<file path="config.mk">
export PLATFORM = sky130hd
export DESIGN_NAME = control_unit
export DESIGN_NICKNAME = d
export VERILOG_FILES = /design/src/rtl/control_unit.sv
export SDC_FILE = /design/constraint.sdc
export NUM_CORES = 1
export LEC_CHECK = 0
export ABC_AREA = 1
export CAP_MARGIN = 15
export CORE_MARGIN = 5
export CORE_UTILIZATION = 47
export DETAILED_ROUTE_END_ITERATION = 12
export PLACE_DENSITY = 0.93
export SYNTH_ARGS = -nofsm -noshare
export SYNTH_HDL_FRONTEND = slang
export SYNTH_SLANG_ARGS = --single-unit
</file>
<file path="constraint.sdc">
create_clock -name clk -period 6.81 [get_ports clk]
set_input_delay 1.362 -clock clk [delete_from_list [all_inputs] [get_ports clk]]
set_output_delay 1.362 -clock clk [all_outputs]
set_load 0.01 [all_outputs]
</file>
<file path="src/rtl/control_unit.sv">
// Multi-cycle LEGv8 control FSM: IDLE/FETCH/EXEC/MEM/HALT sequencing, datapath control word and PC control.
// Optional B.cond decode is enabled by defining COND_BRANCH_EN.
module control_unit #(
    parameter logic [4:0] FS_ADD   = 5'b01000,
    parameter logic [4:0] FS_SUB   = 5'b01001,
    parameter logic [4:0] FS_AND   = 5'b00000,
    parameter logic [4:0] FS_ORR   = 5'b00100,
    parameter logic [4:0] FS_EOR   = 5'b01100,
    parameter logic [4:0] FS_PASSB = 5'b10100
) (
    input  logic        clk,
    input  logic        rst,
    input  logic        i_run,
    input  logic [31:0] i_instr,
    input  logic [4:0]  i_status,
    output logic [63:0] o_k,
    output logic [4:0]  o_reg_addr,
    output logic [4:0]  o_a_addr,
    output logic [4:0]  o_b_addr,
    output logic [4:0]  o_fs,
    output logic        o_c0,
    output logic        o_reg_w,
    output logic        o_b_sel,
    output logic        o_b_en,
    output logic        o_alu_en,
    output logic        o_mem_en,
    output logic        o_chip_sel,
    output logic        o_mem_w,
    output logic        o_mem_r,
    output logic        o_stat_en,
    output logic [1:0]  o_ps,
    output logic        o_pc_sel,
    output logic        o_ir_load,
    output logic        o_halted,
    output logic        o_illegal
);
    localparam logic [10:0] OP_ADD   = 11'b10001011000;
    localparam logic [10:0] OP_ADDS  = 11'b10101011000;
    localparam logic [10:0] OP_SUB   = 11'b11001011000;
    localparam logic [10:0] OP_SUBS  = 11'b11101011000;
    localparam logic [10:0] OP_AND   = 11'b10001010000;
    localparam logic [10:0] OP_ORR   = 11'b10101010000;
    localparam logic [10:0] OP_EOR   = 11'b11001010000;
    localparam logic [10:0] OP_LDUR  = 11'b11111000010;
    localparam logic [10:0] OP_STUR  = 11'b11111000000;
    localparam logic [9:0]  OP_ADDI  = 10'b1001000100;
    localparam logic [9:0]  OP_SUBI  = 10'b1101000100;
    localparam logic [5:0]  OP_B     = 6'b000101;
    localparam logic [7:0]  OP_CBZ   = 8'b10110100;
    localparam logic [7:0]  OP_CBNZ  = 8'b10110101;
    localparam logic [7:0]  OP_BCOND = 8'b01010100;

    typedef enum logic [2:0] {S_IDLE, S_FETCH, S_EXEC, S_MEM, S_HALT} state_t;

    state_t      r_state;
    state_t      w_next;
    logic [31:0] r_ir;

    logic [10:0] w_op11;
    logic [4:0]  w_rd, w_rn, w_rm;
    logic [63:0] w_k_imm12, w_k_dt9, w_k_br19, w_k_br26;
    logic        w_is_alu_r, w_is_alu_i, w_sub, w_setf, w_is_ldst, w_cb_taken, w_cond_taken;
    logic [4:0]  w_fs_alu;

    assign w_op11    = r_ir[31:21];
    assign w_rd      = r_ir[4:0];
    assign w_rn      = r_ir[9:5];
    assign w_rm      = r_ir[20:16];
    assign w_k_imm12 = {52'd0, r_ir[21:10]};
    assign w_k_dt9   = {{55{r_ir[20]}}, r_ir[20:12]};
    assign w_k_br19  = {{45{r_ir[23]}}, r_ir[23:5]};
    assign w_k_br26  = {{38{r_ir[25]}}, r_ir[25:0]};
    assign w_is_ldst = (w_op11 == OP_LDUR) || (w_op11 == OP_STUR);
    // CBZ branches on a live zero, CBNZ on a live non-zero
    assign w_cb_taken = i_status[0] ^ r_ir[24];

`ifdef COND_BRANCH_EN
    function automatic logic cond_met(input logic [3:0] cond, input logic [3:0] vcnz);
        logic v, c, n, z;
        {v, c, n, z} = vcnz;
        case (cond)
            4'd0:    cond_met = z;
            4'd1:    cond_met = !z;
            4'd2:    cond_met = c;
            4'd3:    cond_met = !c;
            4'd4:    cond_met = n;
            4'd5:    cond_met = !n;
            4'd6:    cond_met = v;
            4'd7:    cond_met = !v;
            4'd8:    cond_met = c && !z;
            4'd9:    cond_met = !(c && !z);
            4'd10:   cond_met = (n == v);
            4'd11:   cond_met = (n != v);
            4'd12:   cond_met = !z && (n == v);
            4'd13:   cond_met = !(!z && (n == v));
            default: cond_met = 1'b1;
        endcase
    endfunction
    assign w_cond_taken = cond_met(r_ir[3:0], i_status[4:1]);
`else
    logic w_unused_flags;
    assign w_unused_flags = ^i_status[4:1];
    assign w_cond_taken   = 1'b0;
`endif

    always_ff @(posedge clk or posedge rst) begin
        if (rst) begin
            r_state <= S_IDLE;
            r_ir    <= 32'h0000_0000;
        end else begin
            r_state <= w_next;
            if (r_state == S_FETCH) begin
                r_ir <= i_instr;
            end
        end
    end

    // ALU-class decode: register or immediate form, subtract and flag-setting variants
    always_comb begin
        w_is_alu_r = 1'b0;
        w_is_alu_i = 1'b0;
        w_setf     = 1'b0;
        w_sub      = 1'b0;
        w_fs_alu   = FS_ADD;
        case (w_op11)
            OP_ADD:  w_is_alu_r = 1'b1;
            OP_ADDS: begin w_is_alu_r = 1'b1; w_setf = 1'b1; end
            OP_SUB:  begin w_is_alu_r = 1'b1; w_sub = 1'b1; end
            OP_SUBS: begin w_is_alu_r = 1'b1; w_sub = 1'b1; w_setf = 1'b1; end
            OP_AND:  begin w_is_alu_r = 1'b1; w_fs_alu = FS_AND; end
            OP_ORR:  begin w_is_alu_r = 1'b1; w_fs_alu = FS_ORR; end
            OP_EOR:  begin w_is_alu_r = 1'b1; w_fs_alu = FS_EOR; end
            default: begin
                w_is_alu_i = (r_ir[31:22] == OP_ADDI) || (r_ir[31:22] == OP_SUBI);
                w_sub      = (r_ir[31:22] == OP_SUBI);
            end
        endcase
        if (w_sub) begin
            w_fs_alu = FS_SUB;
        end else begin
            w_fs_alu = w_fs_alu;
        end
    end

    always_comb begin
        w_next     = r_state;
        o_k        = 64'd0;
        o_reg_addr = 5'd0;
        o_a_addr   = 5'd0;
        o_b_addr   = 5'd0;
        o_fs       = 5'd0;
        o_c0       = 1'b0;
        o_reg_w    = 1'b0;
        o_b_sel    = 1'b0;
        o_b_en     = 1'b0;
        o_alu_en   = 1'b0;
        o_mem_en   = 1'b0;
        o_chip_sel = 1'b0;
        o_mem_w    = 1'b0;
        o_mem_r    = 1'b0;
        o_stat_en  = 1'b0;
        o_ps       = 2'b00;
        o_pc_sel   = 1'b0;
        o_ir_load  = 1'b0;
        o_halted   = 1'b0;
        o_illegal  = 1'b0;
        case (r_state)
            S_IDLE: begin
                if (i_run) w_next = S_FETCH;
                else       w_next = S_IDLE;
            end
            S_FETCH: begin
                o_ir_load = 1'b1;
                if (i_run) w_next = S_EXEC;
                else       w_next = S_IDLE;
            end
            S_EXEC: begin
                w_next = S_FETCH;
                o_ps   = 2'b01;
                if (r_ir == 32'h0000_0000) begin
                    o_ps   = 2'b00;
                    w_next = S_HALT;
                end else if (w_is_alu_r || w_is_alu_i) begin
                    o_a_addr   = w_rn;
                    o_reg_addr = w_rd;
                    o_reg_w    = 1'b1;
                    o_alu_en   = 1'b1;
                    o_fs       = w_fs_alu;
                    o_c0       = w_sub;
                    o_stat_en  = w_setf;
                    if (w_is_alu_i) begin
                        o_b_sel = 1'b1;
                        o_k     = w_k_imm12;
                    end else begin
                        o_b_addr = w_rm;
                    end
                end else if (w_is_ldst) begin
                    o_a_addr = w_rn;
                    o_b_sel  = 1'b1;
                    o_k      = w_k_dt9;
                    o_fs     = FS_ADD;
                    o_mem_en = 1'b1;
                    o_ps     = 2'b00;
                    w_next   = S_MEM;
                end else if (r_ir[31:26] == OP_B) begin
                    o_k      = w_k_br26;
                    o_ps     = 2'b11;
                    o_pc_sel = 1'b1;
                end else if ((r_ir[31:24] == OP_CBZ) || (r_ir[31:24] == OP_CBNZ)) begin
                    o_b_addr = w_rd;
                    o_fs     = FS_PASSB;
                    if (w_cb_taken) begin
                        o_k      = w_k_br19;
                        o_ps     = 2'b11;
                        o_pc_sel = 1'b1;
                    end else begin
                        o_ps = 2'b01;
                    end
`ifdef COND_BRANCH_EN
                end else if (r_ir[31:24] == OP_BCOND) begin
                    if (w_cond_taken) begin
                        o_k      = w_k_br19;
                        o_ps     = 2'b11;
                        o_pc_sel = 1'b1;
                    end else begin
                        o_ps = 2'b01;
                    end
`endif
                end else begin
                    o_illegal = 1'b1;
                end
            end
            S_MEM: begin
                w_next   = S_FETCH;
                o_ps     = 2'b01;
                o_a_addr = w_rn;
                o_b_sel  = 1'b1;
                o_k      = w_k_dt9;
                o_fs     = FS_ADD;
                o_mem_en = 1'b1;
                if (w_op11 == OP_LDUR) begin
                    o_mem_r    = 1'b1;
                    o_chip_sel = 1'b1;
                    o_reg_w    = 1'b1;
                    o_reg_addr = w_rd;
                end else begin
                    o_b_addr = w_rd;
                    o_b_en   = 1'b1;
                    o_mem_w  = 1'b1;
                end
            end
            S_HALT: begin
                o_halted = 1'b1;
                w_next   = S_HALT;
            end
            default: w_next = S_IDLE;
        endcase
    end
endmodule

</file>
==> reports/summary.md, run 1 <==
## Route
- 11200 um — routed wire length
- 385 — DRC marker count from the first detailed-route iteration
- 15.7 um — WL per Instance
- 0 — post-detailed-route count of antenna-violating nets
- 5 — Pre-antenna DRT Iters
- 0 — DR DRC count
- 3777 — via count
- 5.29 — ratio of routed vias to standard cells

## Clocking
- sky130_fd_sc_hd__clkbuf_8 — buffer type at the clock tree root
- 35 — # clock sinks
- 5 — number of buffers created by CTS
- done — TritonCTS clock tree
- 290 ps — insertion delay to the later sink of the worst-skew pair
- 0 — number of post-CTS setup repair buffers
- 2 — maximum level of the CTS H-tree
- 70 ps — clock-pin slew on the worst setup and hold paths
- 0 — count of cells resized by post-cts repair
- 2 — number of buffers on the longest clock path
- 0 — Hold-fix buffers, CTS

## Floorplanning
- 94.2 um — horizontal die dimension
- 8860 um2 — die area
- 48.7% — starting density of the core
- 94.2 um — vertical extent of the die
- 6830 um2 — core area
- 140 — IO Count
- 30 — site row count

## Global routing
- 65 — largest net degree at the start of global routing
- 3646 — vias in the first global route
- 0 — number of antenna violations at the first check in global routing
- 25.4% — GR Util All Layers
- 0 — Congestion Overflow GR
- 17800 um — wire length of the first global-routing pass

## Setup path
- primary input to output pin — critical setup path kind
- primary input — startpoint class of the critical path
- 700 ps — delay of the slowest critical-path stage
- clkdlybuf4s50_1 -> nand2_1 -> nand2_1 -> nand3_4 -> o21ai_4 -> o21ai_0 -> nand2_1 -> nand2_1 -> nand2_1 -> clkdlybuf4s50_1 — CP Cell Sequence
- sky130_fd_sc_hd__nand2_1 — cell mode on critical path
- 5450 ps — worst endpoint required time
- 4110 ps — Crit path arrival time
- 39 — Critical Path Fanout Max
- sky130_fd_sc_hd__clkdlybuf4s50_1 — slowest cell on the critical path
- output pin — critical path capture point type

## STA
- no — unrepaired setup endpoints after global routing
- 943 ps — slew at the pin closest to its max-slew limit
- 0 ps — final setup TNS
- 5480 ps — shortest clock period the worst path allows after layout
- 7.49 ps — final clock skew
- 0 — Hold Violations, Final
- 0.183 GHz — maximum frequency from static timing analysis
- 0 — fin. max-slew vios
- 0 — number of setup violations in the final report
- 37.0% — normalized max-slew margin
- 612 ps — worst hold slack across all endpoints
- 80.4% — final worst-path cycle share

## Yosys
- 26.3% — portion of synthesized cell area occupied by the leading cell type
- 530 — count of mapped cells out of synthesis
- 0 — Yosys warning count
- sky130_fd_sc_hd__dfrtp_1 (26%), sky130_fd_sc_hd__nand2_1 (19%), sky130_fd_sc_hd__buf_4 (9.2%) — top cells by area, synth
- 6.28 um2 — post-synthesis area per instance
- 35 — flops & latches, synth
- sky130_fd_sc_hd__dfrtp_1 — post-synth top area cell
- 26.3% — Seq/Total Area, Yosys
- 570 — nets in the synthesized netlist
- 3330 um2 — cell area after technology mapping
- 36 — unique cell type count in the Yosys netlist

## Place
- 134 — input/output buffers
- 0.980 — placer's final routability congestion estimate
- 8710 um — Post-DP HPWL

## Final layout
- 657 — layout net count
- 8.41% — layout cell share with drive strength beyond 1
- 35.8% — layout-stage area growth over the synthesis result
- 0 — Diodes inserted
- 650 — number of inserted filler cells in the final layout

## Power and ir drop
- 0.00211 uW — LEAKAGE
- 0.156 mV — peak supply drop
- 306 nW/um2 — Pwr Density

## Run
- 0 — max capacitance violation total

## Outcome
- finished, final reports clean — status

## Min path
- flop to flop — worst hold path type

## final timing paths
path	cells past startpoint	start	to	slack, ps
worst max-delay path	10	i_status[0]	o_k[55]	1330
worst min-delay path	2	r_ir[7]$_DFFE_PP0P_	r_ir[7]$_DFFE_PP0P_	610
worst max register to register	8	r_ir[22]$_DFFE_PP0P_	r_state[0]$_DFF_PP0_	5140
worst min register to register	2	r_ir[7]$_DFFE_PP0P_	r_ir[7]$_DFFE_PP0P_	610
max in group asynchronous	3	rst	r_state[0]$_DFF_PP0_	5020
min in group asynchronous	3	rst	r_ir[11]$_DFFE_PP0P_	1470
## flip-flops by register name, summed over array words and instances (netlist names)
signal / flops
r_state: 3
r_ir: 32
## layout by cell type (no fill, tap or decap), types with 3 or more instances in the layout
| master | n |
|---|---|
| sky130_fd_sc_hd__inv_2 | 10 |
| sky130_fd_sc_hd__inv_1 | 44 |
| sky130_fd_sc_hd__nor2_4 | 5 |
| sky130_fd_sc_hd__nand3_1 | 21 |
| sky130_fd_sc_hd__o21ai_1 | 10 |
| sky130_fd_sc_hd__clkdlybuf4s50_1 | 134 |
| sky130_fd_sc_hd__nand2_1 | 166 |
| sky130_fd_sc_hd__o21ai_0 | 60 |
| sky130_fd_sc_hd__nor2_1 | 57 |
| sky130_fd_sc_hd__nand3_4 | 3 |
| sky130_fd_sc_hd__dfrtp_1 | 35 |
| sky130_fd_sc_hd__a21oi_1 | 21 |
| sky130_fd_sc_hd__nand2_2 | 7 |
| sky130_fd_sc_hd__nor2_2 | 5 |
| sky130_fd_sc_hd__nand4_1 | 5 |
| sky130_fd_sc_hd__clkbuf_8 | 6 |
## through the flow
step                      util, %  worst slack, ps  std cells  instance area [um2]  total power [uW]
after floorplan                 -             2460        530                 3330               908
after CTS                    66.1             1310        714                 4520              1380
after detailed placement     64.4             1310        706                 4400              1170
after global placement       64.4             1420        706                 4400              1150
final                        66.1             1330        714                 4520              1380
after global routing         66.1             1040        714                 4520              1490
## final cells by class
| class | instances | area (um2) | share of cell area (%) |
|---|---|---|---|
| multi-input cells | 382 | 1830 | 40.5 |
| repair buffers | 136 | 1360 | 30.0 |
| flip-flops and latches | 35 | 876 | 19.4 |
| inverters | 57 | 219 | 4.85 |
| well taps | 96 | 120 | 2.66 |
| clock buffers | 6 | 82.6 | 1.83 |
| clock inverters | 2 | 35.0 | 0.775 |
## worst max-delay path, delay by kind of cell
family                 cells  cell delay [ps]
buffers and inverters      2             1180
and+or+nand+nor            6             1220
AOI/OAI and AO/OA          2              330
## logic make-up after synthesis
group / Yosys count / synth area share, %
other: 1 / 0.113
AOI/OAI and AO/OA: 101 / 16.1
DFF: 35 / 26.3
buffers and inverters: 113 / 18.7
and+or+nand+nor: 280 / 38.7
## power by group
part / internal (uW) / leakage (uW) / switching (uW)
Combinational: 271 / 0.00162 / 464
Clock: 119 / 0.0000612 / 80.0
Sequential: 307 / 0.000433 / 140
## synth_stat cells, drive strengths merged
cell,instances
o21bai,2
nand3b,1
nand4,7
a21boi,1
nor3,3
conb,1
clkbuf,6
a21oi,21
dfrtp,35
clkinv,1
o22ai,2
a31oi,1
nand2,175
a211oi,2
inv,56
buf,50
o21ai,72
nor2,69
nand3,25
## layer usage
| metal | vias to the layer above | GRT usage [%] | part of all wire, % | routed length, um |
|---|---|---|---|---|
| met5 | - | 0 | 0 | 0 |
| met4 | 0 | 6.50 | 1.7 | 189 |
| met3 | 20 | 6.81 | 12 | 1370 |
| met2 | 245 | 42.7 | 47 | 5210 |
| met1 | 1706 | 32.0 | 40 | 4430 |
| li1 | 1806 | - | - | - |
Power figures use the tool's default switching activity.
==> inputs of run 2 (changes only) <==
--- a/config.mk
+++ b/config.mk
@@ -8,9 +8,9 @@
 export ABC_AREA = 1
 export CAP_MARGIN = 15
 export CORE_MARGIN = 5
-export CORE_UTILIZATION = 47
+export CORE_UTILIZATION = 44
 export DETAILED_ROUTE_END_ITERATION = 12
-export PLACE_DENSITY = 0.93
+export PLACE_DENSITY = 0.88
 export SYNTH_ARGS = -nofsm -noshare
 export SYNTH_HDL_FRONTEND = slang
 export SYNTH_SLANG_ARGS = --single-unit
==> constraint.sdc (replaced) <==
create_clock -name clk -period 5.2 [get_ports clk]
set_input_delay 1.04 -clock clk [delete_from_list [all_inputs] [get_ports clk]]
set_output_delay 1.04 -clock clk [all_outputs]
set_load 0.01 [all_outputs]
==> reports/summary.md, run 2 (same netlist as run 1, synthesis figures left out) <==
## Outcome
- finished, final reports clean — status

## Route
- 16.1 um — WL per Instance, +2.3%
- 0 — post-detailed-route count of antenna-violating nets, unchanged
- 320 — DRC marker count from the first detailed-route iteration, -17%
- 11500 um — routed wire length, +2.9%
- 6 — Pre-antenna DRT Iters, +1
- 3742 — via count, -0.93%
- 5.21 — ratio of routed vias to standard cells, -1.5%
- 0 — DR DRC count, unchanged

## Setup path
- primary input — startpoint class of the critical path
- 3400 ps — Crit path arrival time, -710 ps
- primary input to output pin — critical setup path kind
- r_ir[22]$_DFFE_PP0P_ — worst reg2reg startpoint
- 8 — path depth of the worst reg2reg path, unchanged
- 39 — Critical Path Fanout Max, unchanged
- output pin — critical path capture point type
- r_state[0]$_DFF_PP0_ — endpoint of the worst-slack reg-to-reg timing path
- 3520 ps — flop-to-flop setup slack, -1620 ps
- 4160 ps — worst endpoint required time, -1290 ps

## Power and ir drop
- 402 nW/um2 — Pwr Density, +32%
- 0.214 mV — peak supply drop, +38%
- 0.00212 uW — LEAKAGE, +0.26%
- 1820 uW — final total power, +32%

## Final layout
- 8.56% — layout cell share with drive strength beyond 1, +0.15 points
- 36.1% — layout-stage area growth over the synthesis result
- sky130_fd_sc_hd__nand2_1 (166), sky130_fd_sc_hd__clkdlybuf4s50_1 (134), sky130_fd_sc_hd__o21ai_0 (60) — commonest cells after routing, fill and taps aside
- sky130_fd_sc_hd__nand2_1 — most common cell after layout, fill and taps aside
- 32 — Largest register FFs, unchanged
- 718 — post-route insts no fill, +0.56%
- 62.1% — end-of-flow core utilization, -4.0 points
- r_ir — register bank with the most flops
- 0 — Diodes inserted, unchanged
- r_ir (32), r_state (3) — Largest regs
- 658 — layout net count, +0.15%

## STA
- 4440 ps — shortest clock period the worst path allows after layout
- 85.3% — final worst-path cycle share
- 0 — number of setup violations in the final report, unchanged
- 0 — fin. max-slew vios, unchanged
- 0.225 GHz — maximum frequency from static timing analysis
- 747 ps — slew at the pin closest to its max-slew limit, -196 ps
- 4.62 ps — final clock skew, -2.87 ps
- 0 — Hold Violations, Final, unchanged
- 50.0% — normalized max-slew margin, +13 points
- 0 ps — final setup TNS, unchanged
- no — unrepaired setup endpoints after global routing

## Run
- 0 — max capacitance violation total, unchanged

## Place
- 8890 um — Post-DP HPWL, +2.1%
- 134 — input/output buffers, unchanged
- 710 — cell total after placement, +0.57%
- 0.956 — placer's final routability congestion estimate, -2.4%

## Clocking
- done — TritonCTS clock tree
- 290 ps — insertion delay to the later sink of the worst-skew pair, about the same
- 0 — count of cells resized by post-cts repair, unchanged
- sky130_fd_sc_hd__clkbuf_8 — buffer type at the clock tree root
- 80 ps — clock-pin slew on the worst setup and hold paths, about the same
- 2 — number of buffers on the longest clock path, unchanged
- 0 — number of post-CTS setup repair buffers, unchanged
- 35 — # clock sinks, unchanged
- 5 — number of buffers created by CTS, unchanged
- 2 — maximum level of the CTS H-tree, unchanged
- 0 — Hold-fix buffers, CTS, unchanged

## Min path
- 2 — Worst Hold Path Cells, unchanged
- r_ir[11]$_DFFE_PP0P_ — Worst Hold End
- r_ir[11]$_DFFE_PP0P_ — hold wc startpoint
- flop to flop — worst hold path type

## Floorplanning
- 97.0 um — vertical extent of the die, +3.0%
- 7290 um2 — core area, +6.7%
- 97.0 um — horizontal die dimension, +3.0%
- 45.6% — starting density of the core, -3.1 points
- 31 — site row count, +3.3%
- 140 — IO Count, unchanged
- 9400 um2 — die area, +6.1%

## Global routing
- 3663 — vias in the first global route, +0.47%
- 23.8% — GR Util All Layers, -1.6 points
- 0 — Congestion Overflow GR, unchanged
- 0 — number of antenna violations at the first check in global routing, unchanged
- 65 — largest net degree at the start of global routing, unchanged
- 18500 um — wire length of the first global-routing pass, +3.8%

[run 2: changes by cell type in the layout (fill, tap and decap cells not counted), sizes merged]
cell	before	now
buf	2	3
[run 2: worst max-delay path, cell delays in order]
cell	delay (ps)
sky130_fd_sc_hd__clkdlybuf4s50_1	490
sky130_fd_sc_hd__nand2_1	60
sky130_fd_sc_hd__nand2_1	190
sky130_fd_sc_hd__nand3_4	170
sky130_fd_sc_hd__o21ai_4	230
sky130_fd_sc_hd__o21ai_0	110
sky130_fd_sc_hd__nand2_1	90
sky130_fd_sc_hd__nand2_1	50
sky130_fd_sc_hd__nand2_1	50
sky130_fd_sc_hd__buf_4	310
sky130_fd_sc_hd__clkdlybuf4s50_1	610
[run 2: cell type report]
cell class | count | area, um2
fillers | 708 | 2760
multi-input cells | 382 | 1830
repair buffers | 137 | 1360
flip-flops and latches | 35 | 876
inverters | 57 | 219
well taps | 99 | 124
clock buffers | 6 | 82.6
clock inverters | 2 | 35.0
[run 2: power breakdown]
group,switching [uW],internal [uW],leakage (uW)
clock,109,155,0.0000612
combinational,613,356,0.00162
sequential,188,401,0.000433
total,909,913,0.00212
[run 2: stage by stage]
step	worst slack, ps	hold WS, ps	cell area [um2]
5_1_grt	601	655	4530
3_3_place_gp	864	588	4410
3_5_place_dp	769	604	4410
4_1_cts	764	623	4530
2_1_floorplan	1490	499	3330
6_report	763	613	4530
[run 2: worst max-delay path by stage]
stage                startpoint  endpoint  slack (ps)  cells past startpoint
CTS                 i_status[0]   o_k[33]         760                     11
global placement    i_status[0]   o_k[45]         860                     11
global route        i_status[0]   o_k[32]         600                     12
finish              i_status[0]   o_k[33]         760                     11
detailed placement  i_status[0]   o_k[33]         770                     11
floorplan           i_status[0]   o_k[26]        1490                     10
[run 2: routing by layer]
metal  wire length (um)  vias up  share of wire [%]  global-route usage [%]
met3               1250       23                 11                    6.47
met4                242        0                2.1                    6.37
met1               4770     1694                 41                    30.4
met2               5260      213                 46                    39.5
met5                  0        -                  0                       0
li1                   -     1812                  -                       -
==> inputs of run 3 (changes only) <==
--- a/config.mk
+++ b/config.mk
@@ -8,9 +8,9 @@
 export ABC_AREA = 1
 export CAP_MARGIN = 15
 export CORE_MARGIN = 5
-export CORE_UTILIZATION = 44
+export CORE_UTILIZATION = 37
 export DETAILED_ROUTE_END_ITERATION = 12
-export PLACE_DENSITY = 0.88
+export PLACE_DENSITY = 0.77
 export SYNTH_ARGS = -nofsm -noshare
 export SYNTH_HDL_FRONTEND = slang
 export SYNTH_SLANG_ARGS = --single-unit
==> reports/summary.md, run 3 (same netlist as run 1, synthesis figures left out) <==
## Outcome
- finished, final reports clean — status

## Route
- 5340 um — Met2 Routed Length, +1.5%
- 3710 — via count, -0.86%
- 11400 um — routed wire length, -0.93%
- met4 — max layer used
- 15.7 um — WL per Instance, -2.2%
- 1040 um — Met3 Routed Length, -17%
- 5 — Pre-antenna DRT Iters, -1
- 0 — DR DRC count, unchanged
- 299 — DRC marker count from the first detailed-route iteration, -6.6%
- 5.10 — ratio of routed vias to standard cells, -2.1%
- 4790 um — DRT met1 WL, +0.34%
- 0 — post-detailed-route count of antenna-violating nets, unchanged

## Setup path
- 8 — path depth of the worst reg2reg path, unchanged
- 3560 ps — flop-to-flop setup slack, +40 ps
- r_state[0]$_DFF_PP0_ — endpoint of the worst-slack reg-to-reg timing path
- 600 ps — delay of the slowest critical-path stage, about the same
- clkdlybuf4s50_1 -> nand2_1 -> nand2_1 -> nand3_4 -> o21ai_4 -> o21ai_0 -> nand2_1 -> nand2_1 -> nand2_1 -> buf_4 -> clkdlybuf4s50_1 — CP Cell Sequence
- r_ir[22]$_DFFE_PP0P_ — worst reg2reg startpoint
- 39 — Critical Path Fanout Max, unchanged
- sky130_fd_sc_hd__nand2_1 — cell mode on critical path
- primary input to output pin — critical setup path kind
- sky130_fd_sc_hd__clkdlybuf4s50_1 — slowest cell on the critical path
- 4160 ps — worst endpoint required time, about the same
- primary input — startpoint class of the critical path
- 3390 ps — Crit path arrival time, about the same
- output pin — critical path capture point type

## Final layout
- 658 — layout net count, unchanged
- r_ir — register bank with the most flops
- r_ir (32), r_state (3) — Largest regs
- 32 — Largest register FFs, unchanged
- 8.56% — layout cell share with drive strength beyond 1, unchanged
- 0 — Diodes inserted, unchanged
- sky130_fd_sc_hd__nand2_1 — most common cell after layout, fill and taps aside
- 37.0% — layout-stage area growth over the synthesis result
- 727 — post-route insts no fill, +1.3%
- sky130_fd_sc_hd__nand2_1 (166), sky130_fd_sc_hd__clkdlybuf4s50_1 (134), sky130_fd_sc_hd__o21ai_0 (60) — commonest cells after routing, fill and taps aside

## STA
- 0 — Hold Violations, Final, unchanged
- 0.226 GHz — maximum frequency from static timing analysis, +0.27%
- 775 ps — post-layout worst setup margin, +12.1 ps
- no — unrepaired setup endpoints after global routing
- 0 ps — final setup TNS, unchanged
- 767 ps — slew at the pin closest to its max-slew limit, +19.5 ps
- 0 — number of setup violations in the final report, unchanged
- 48.7% — normalized max-slew margin, -1.3 points
- 3.18 ps — final clock skew, -1.45 ps
- 4430 ps — shortest clock period the worst path allows after layout, -12.1 ps
- 0 — fin. max-slew vios, unchanged
- 85.1% — final worst-path cycle share, -0.23 points

## Run
- 0 — max capacitance violation total, unchanged

## Clocking
- sky130_fd_sc_hd__clkbuf_8 — buffer type at the clock tree root
- 290 ps — insertion delay to the later sink of the worst-skew pair, about the same
- done — TritonCTS clock tree
- 0 — Hold-fix buffers, CTS, unchanged
- 2 — maximum level of the CTS H-tree, unchanged
- 80 ps — clock-pin slew on the worst setup and hold paths, about the same
- 0 — count of cells resized by post-cts repair, unchanged
- 2 — number of buffers on the longest clock path, unchanged
- 0 — number of post-CTS setup repair buffers, unchanged
- 35 — # clock sinks, unchanged
- 5 — number of buffers created by CTS, unchanged

## Place
- 762 ps — post-placement setup slack, -6.97 ps
- 719 — cell total after placement, +1.3%
- 134 — input/output buffers, unchanged
- 9000 um — Post-DP HPWL, +1.2%
- 0.911 — placer's final routability congestion estimate, -4.7%

## Floorplanning
- 140 — IO Count, unchanged
- 11000 um2 — die area, +17%
- 34 — site row count, +9.7%
- 105 um — horizontal die dimension, +8.1%
- 8760 um2 — core area, +20%
- 38.0% — starting density of the core, -7.7 points
- 105 um — vertical extent of the die, +8.1%

## Power and ir drop
- 0.00212 uW — LEAKAGE, +0.15%
- 0.159 mV — peak supply drop, -26%
- 1840 uW — final total power, +0.86%
- 403 nW/um2 — Pwr Density, +0.19%

## Global routing
- 0 — Congestion Overflow GR, unchanged
- 0 — number of antenna violations at the first check in global routing, unchanged
- 18400 um — wire length of the first global-routing pass, -0.52%
- 20.4% — GR Util All Layers, -3.4 points
- 65 — largest net degree at the start of global routing, unchanged
- 3639 — vias in the first global route, -0.66%

## Min path
- flop to flop — worst hold path type
- r_ir[11]$_DFFE_PP0P_ — Worst Hold End
- r_ir[11]$_DFFE_PP0P_ — hold wc startpoint
- 2 — Worst Hold Path Cells, unchanged

[run 3: critical path: cells and delay by family]
| family | cells | cell delay, ps |
|---|---|---|
| buf+inv | 3 | 1400 |
| simple gates | 6 | 600 |
| compound gates | 2 | 330 |
[run 3: metrics by stage]
| stage | utilization [%] | hold WS [ps] | instance area (um2) |
|---|---|---|---|
| 2_1_floorplan | - | 499 | 3330 |
| 3_3_place_gp | 50.5 | 584 | 4420 |
| 3_5_place_dp | 50.5 | 585 | 4420 |
| 4_1_cts | 52.0 | 605 | 4560 |
| 5_1_grt | 52.0 | 655 | 4560 |
| 6_report | 52.0 | 610 | 4560 |
[run 3: report_power, final]
| group | switching [uW] | internal [uW] |
|---|---|---|
| clock network | 111 | 191 |
| registers | 174 | 402 |
| logic | 604 | 356 |
[run 3: layout make-up]
class / instances / area, um2
fill: 885 / 4200
multi-input combinational: 382 / 1830
timing repair buffer: 137 / 1360
sequential: 35 / 876
inverter: 57 / 219
tap: 108 / 135
clock buffer: 5 / 68.8
clock inverter: 3 / 67.6
[run 3: per-layer routing]
metal / GRT usage, % / up-vias
met5: 0 / -
met4: 6.48 / 0
met3: 4.87 / 21
met2: 34.1 / 179
met1: 25.9 / 1694
li1: - / 1816
[run 3: worst max-delay path by stage]
stage          depth (start not counted)   startpoint       to  slack [ps]
2_1_floorplan                         10  i_status[0]  o_k[26]        1490
3_3_place_gp                          11  i_status[0]  o_k[61]         820
3_5_place_dp                          11  i_status[0]  o_k[27]         760
4_1_cts                               11  i_status[0]  o_k[27]         760
5_1_grt                               12  i_status[0]  o_k[48]         620
6_report                              11  i_status[0]  o_k[27]         770
==> edit, RTL diff (config.mk and constraints of run 2) <==
Add a define of `COND_BRANCH_EN`.
--- a/src/rtl/control_unit.sv
+++ b/src/rtl/control_unit.sv
@@ -1,5 +1,7 @@
 // Multi-cycle LEGv8 control FSM: IDLE/FETCH/EXEC/MEM/HALT sequencing, datapath control word and PC control.
 // Optional B.cond decode is enabled by defining COND_BRANCH_EN.
+`define COND_BRANCH_EN
+
 module control_unit #(
     parameter logic [4:0] FS_ADD   = 5'b01000,
     parameter logic [4:0] FS_SUB   = 5'b01001,
Behaviour: not the same (a bounded check fails within 4 cycles, from zero or initial values and one cycle with rst high).
==> edit against run 2 <==
Clock skew decreased by 0.00070 ns; count of clock-buffer cells in the layout decreased by 1; final area increased by 1.1%; area after synthesis decreased by 0.41%; first-iteration DRC count decreased by 10%; utilization increased by 0.69 points; synthesized cell count increased by 2.8%; routed wire length increased by 4.9%; sequential cell count unchanged; power increased by 1.9%; worst setup slack got worse by 0.20 ns.
==> edit: results (changes against run 2) <==
vias in the first global route - 3940 (+7.6%)
global-route usage over all layers - 0.258 (+0.0200)
worst setup path startpoint - i_status[3]
number of buffers added on ports - 138 (+3.0%)
antenna violations before repair - 0 (unchanged)
number of H-tree branching levels - 2 (unchanged)
DRC errors left - 0 (unchanged)
worst IR drop on VDD - 181 uV (-16%)
result of the run - completed
proportion of layout cells with a drive suffix above 1 - 0.0705 (-0.0151)
worst reg2reg startpoint - r_ir[14]
clock-pin slew of the registers on the worst-case setup and hold paths - 0.08 ns (about the same)
post-detailed-route via-to-cell ratio - 5.33 (+2.3%)
top cell types by occurrence after synthesis - sky130_fd_sc_hd__nand2_1 (177), sky130_fd_sc_hd__o21ai_0 (58), sky130_fd_sc_hd__nor2_1 (53)
Max transition margin - 0.611 (+0.111)
placed wire-length estimate after detailed placement - 9270 um (+4.2%)
count of TritonRoute iterations in the first routing pass - 5 (-1)
skew final - 0.00392 ns (-0.000700 ns)
antenna cell count - 0 (unchanged)
largest stage delay on the critical path - 0.62 ns
post-CTS sizing - 0 (unchanged)
gr ovfl total - 0 (unchanged)
Total Nets Final - 677 (+2.9%)
fillers - 718 (+1.4%)
number of nets produced by synthesis - 585 (+2.6%)
Arrival @ worst endpoint - 3.59 ns (+0.19 ns)
post-detailed-route wirelength per cell - 16.4 um (+2.2%)
static power due to leakage - 2.13 nW (+0.63%)
launch instance of the worst min-delay path - r_state[0]
First DRT Iteration DRCs - 287 (-10%)
GPL Wtd Cong - 1.03 (+7.2%)
Critical Path Slowest Stage Cell - sky130_fd_sc_hd__clkdlybuf4s50_1
post-synth cell types - 32 (-11%)
first-pass GRT wire length - 20100 um (+8.4%)
sequential share of the synthesized area - 0.264 (+0.00109)
top post-synthesis cells by area - sky130_fd_sc_hd__dfrtp_1 (26%), sky130_fd_sc_hd__nand2_1 (20%), sky130_fd_sc_hd__buf_4 (9.5%)
==> edit: cell count changes in the layout (fill, tap and decap cells not counted), sizes merged, moves of 3 or more <==
| cell | change |
|---|---|
| o21ai | -9 |
| clkdlybuf4s50 | +4 |
| nand3 | +8 |
| a21oi | +3 |
| nor3 | +5 |
| nor4 | +5 |
| o22ai | +4 |
| nor2 | -8 |
| clkinv | +3 |
| nand2 | +9 |
| inv | -4 |
==> edit: per-layer routing <==
metal	vias up	global-route usage	wire, um
li1	1888	-	-
met1	1770	0.308	4740
met2	234	0.434	5770
met3	39	0.0748	1180
met4	0	0.103	407
met5	-	0	0
==> edit: cells by family (layout without fill, tap and decap cells) <==
kind of cell           after synthesis  in the layout  synth area share
multiplexers                         1              1           0.00340
AO/OA/AOI/OAI                       93             93             0.146
flip-flops                          35             35             0.264
AND/OR/NAND/NOR                    301            301             0.399
buffers and inverters              113            206             0.183
other                                1              1           0.00113
XOR/XNOR                             1              1           0.00264
==> edit: final cells by class <==
| cell class | instances | area, um^2 | share of cell area |
|---|---|---|---|
| clock buffer | 5 | 68.8 | 0.0150 |
| clock inverter | 3 | 47.5 | 0.0104 |
| inverter | 55 | 209 | 0.0456 |
| multi-input combinational | 397 | 1840 | 0.401 |
| sequential | 35 | 876 | 0.191 |
| tap | 99 | 124 | 0.0270 |
| timing repair buffer | 143 | 1420 | 0.310 |
==> edit: worst max-delay path, delay by kind of cell <==
family	cells	cell delay (ns)
buffers and inverters	4	1.46
and+or+nand+nor	10	0.90
AOI/OAI and AO/OA	1	0.19
==> edit: stage by stage <==
stage               setup WS (ns)  cell area, um^2  utilization  cells
floorplan                    1.33             3310            -    545
global placement            0.630             4460        0.612    729
detailed placement          0.549             4460        0.612    729
CTS                         0.544             4580        0.628    737
global route                0.231             4580        0.628    737
finish                      0.567             4580        0.628    737
==> edit: path summary, 6_finish.rpt <==
path / to / slack [ns] / cells after the start
max: o_k[25] / 0.57 / 15
min: r_state[2] / 0.58 / 3
max reg2reg: r_state[0] / 3.23 / 6
min reg2reg: r_state[2] / 0.58 / 3
max in group asynchronous: r_ir[22] / 3.71 / 3
min in group asynchronous: r_ir[8] / 1.15 / 3
==> edit: power by group <==
group	internal (mW)	switching, mW	total (mW)
registers	0.402	0.156	0.558
logic	0.361	0.673	1.03
clock network	0.145	0.121	0.266
total	0.908	0.950	1.86
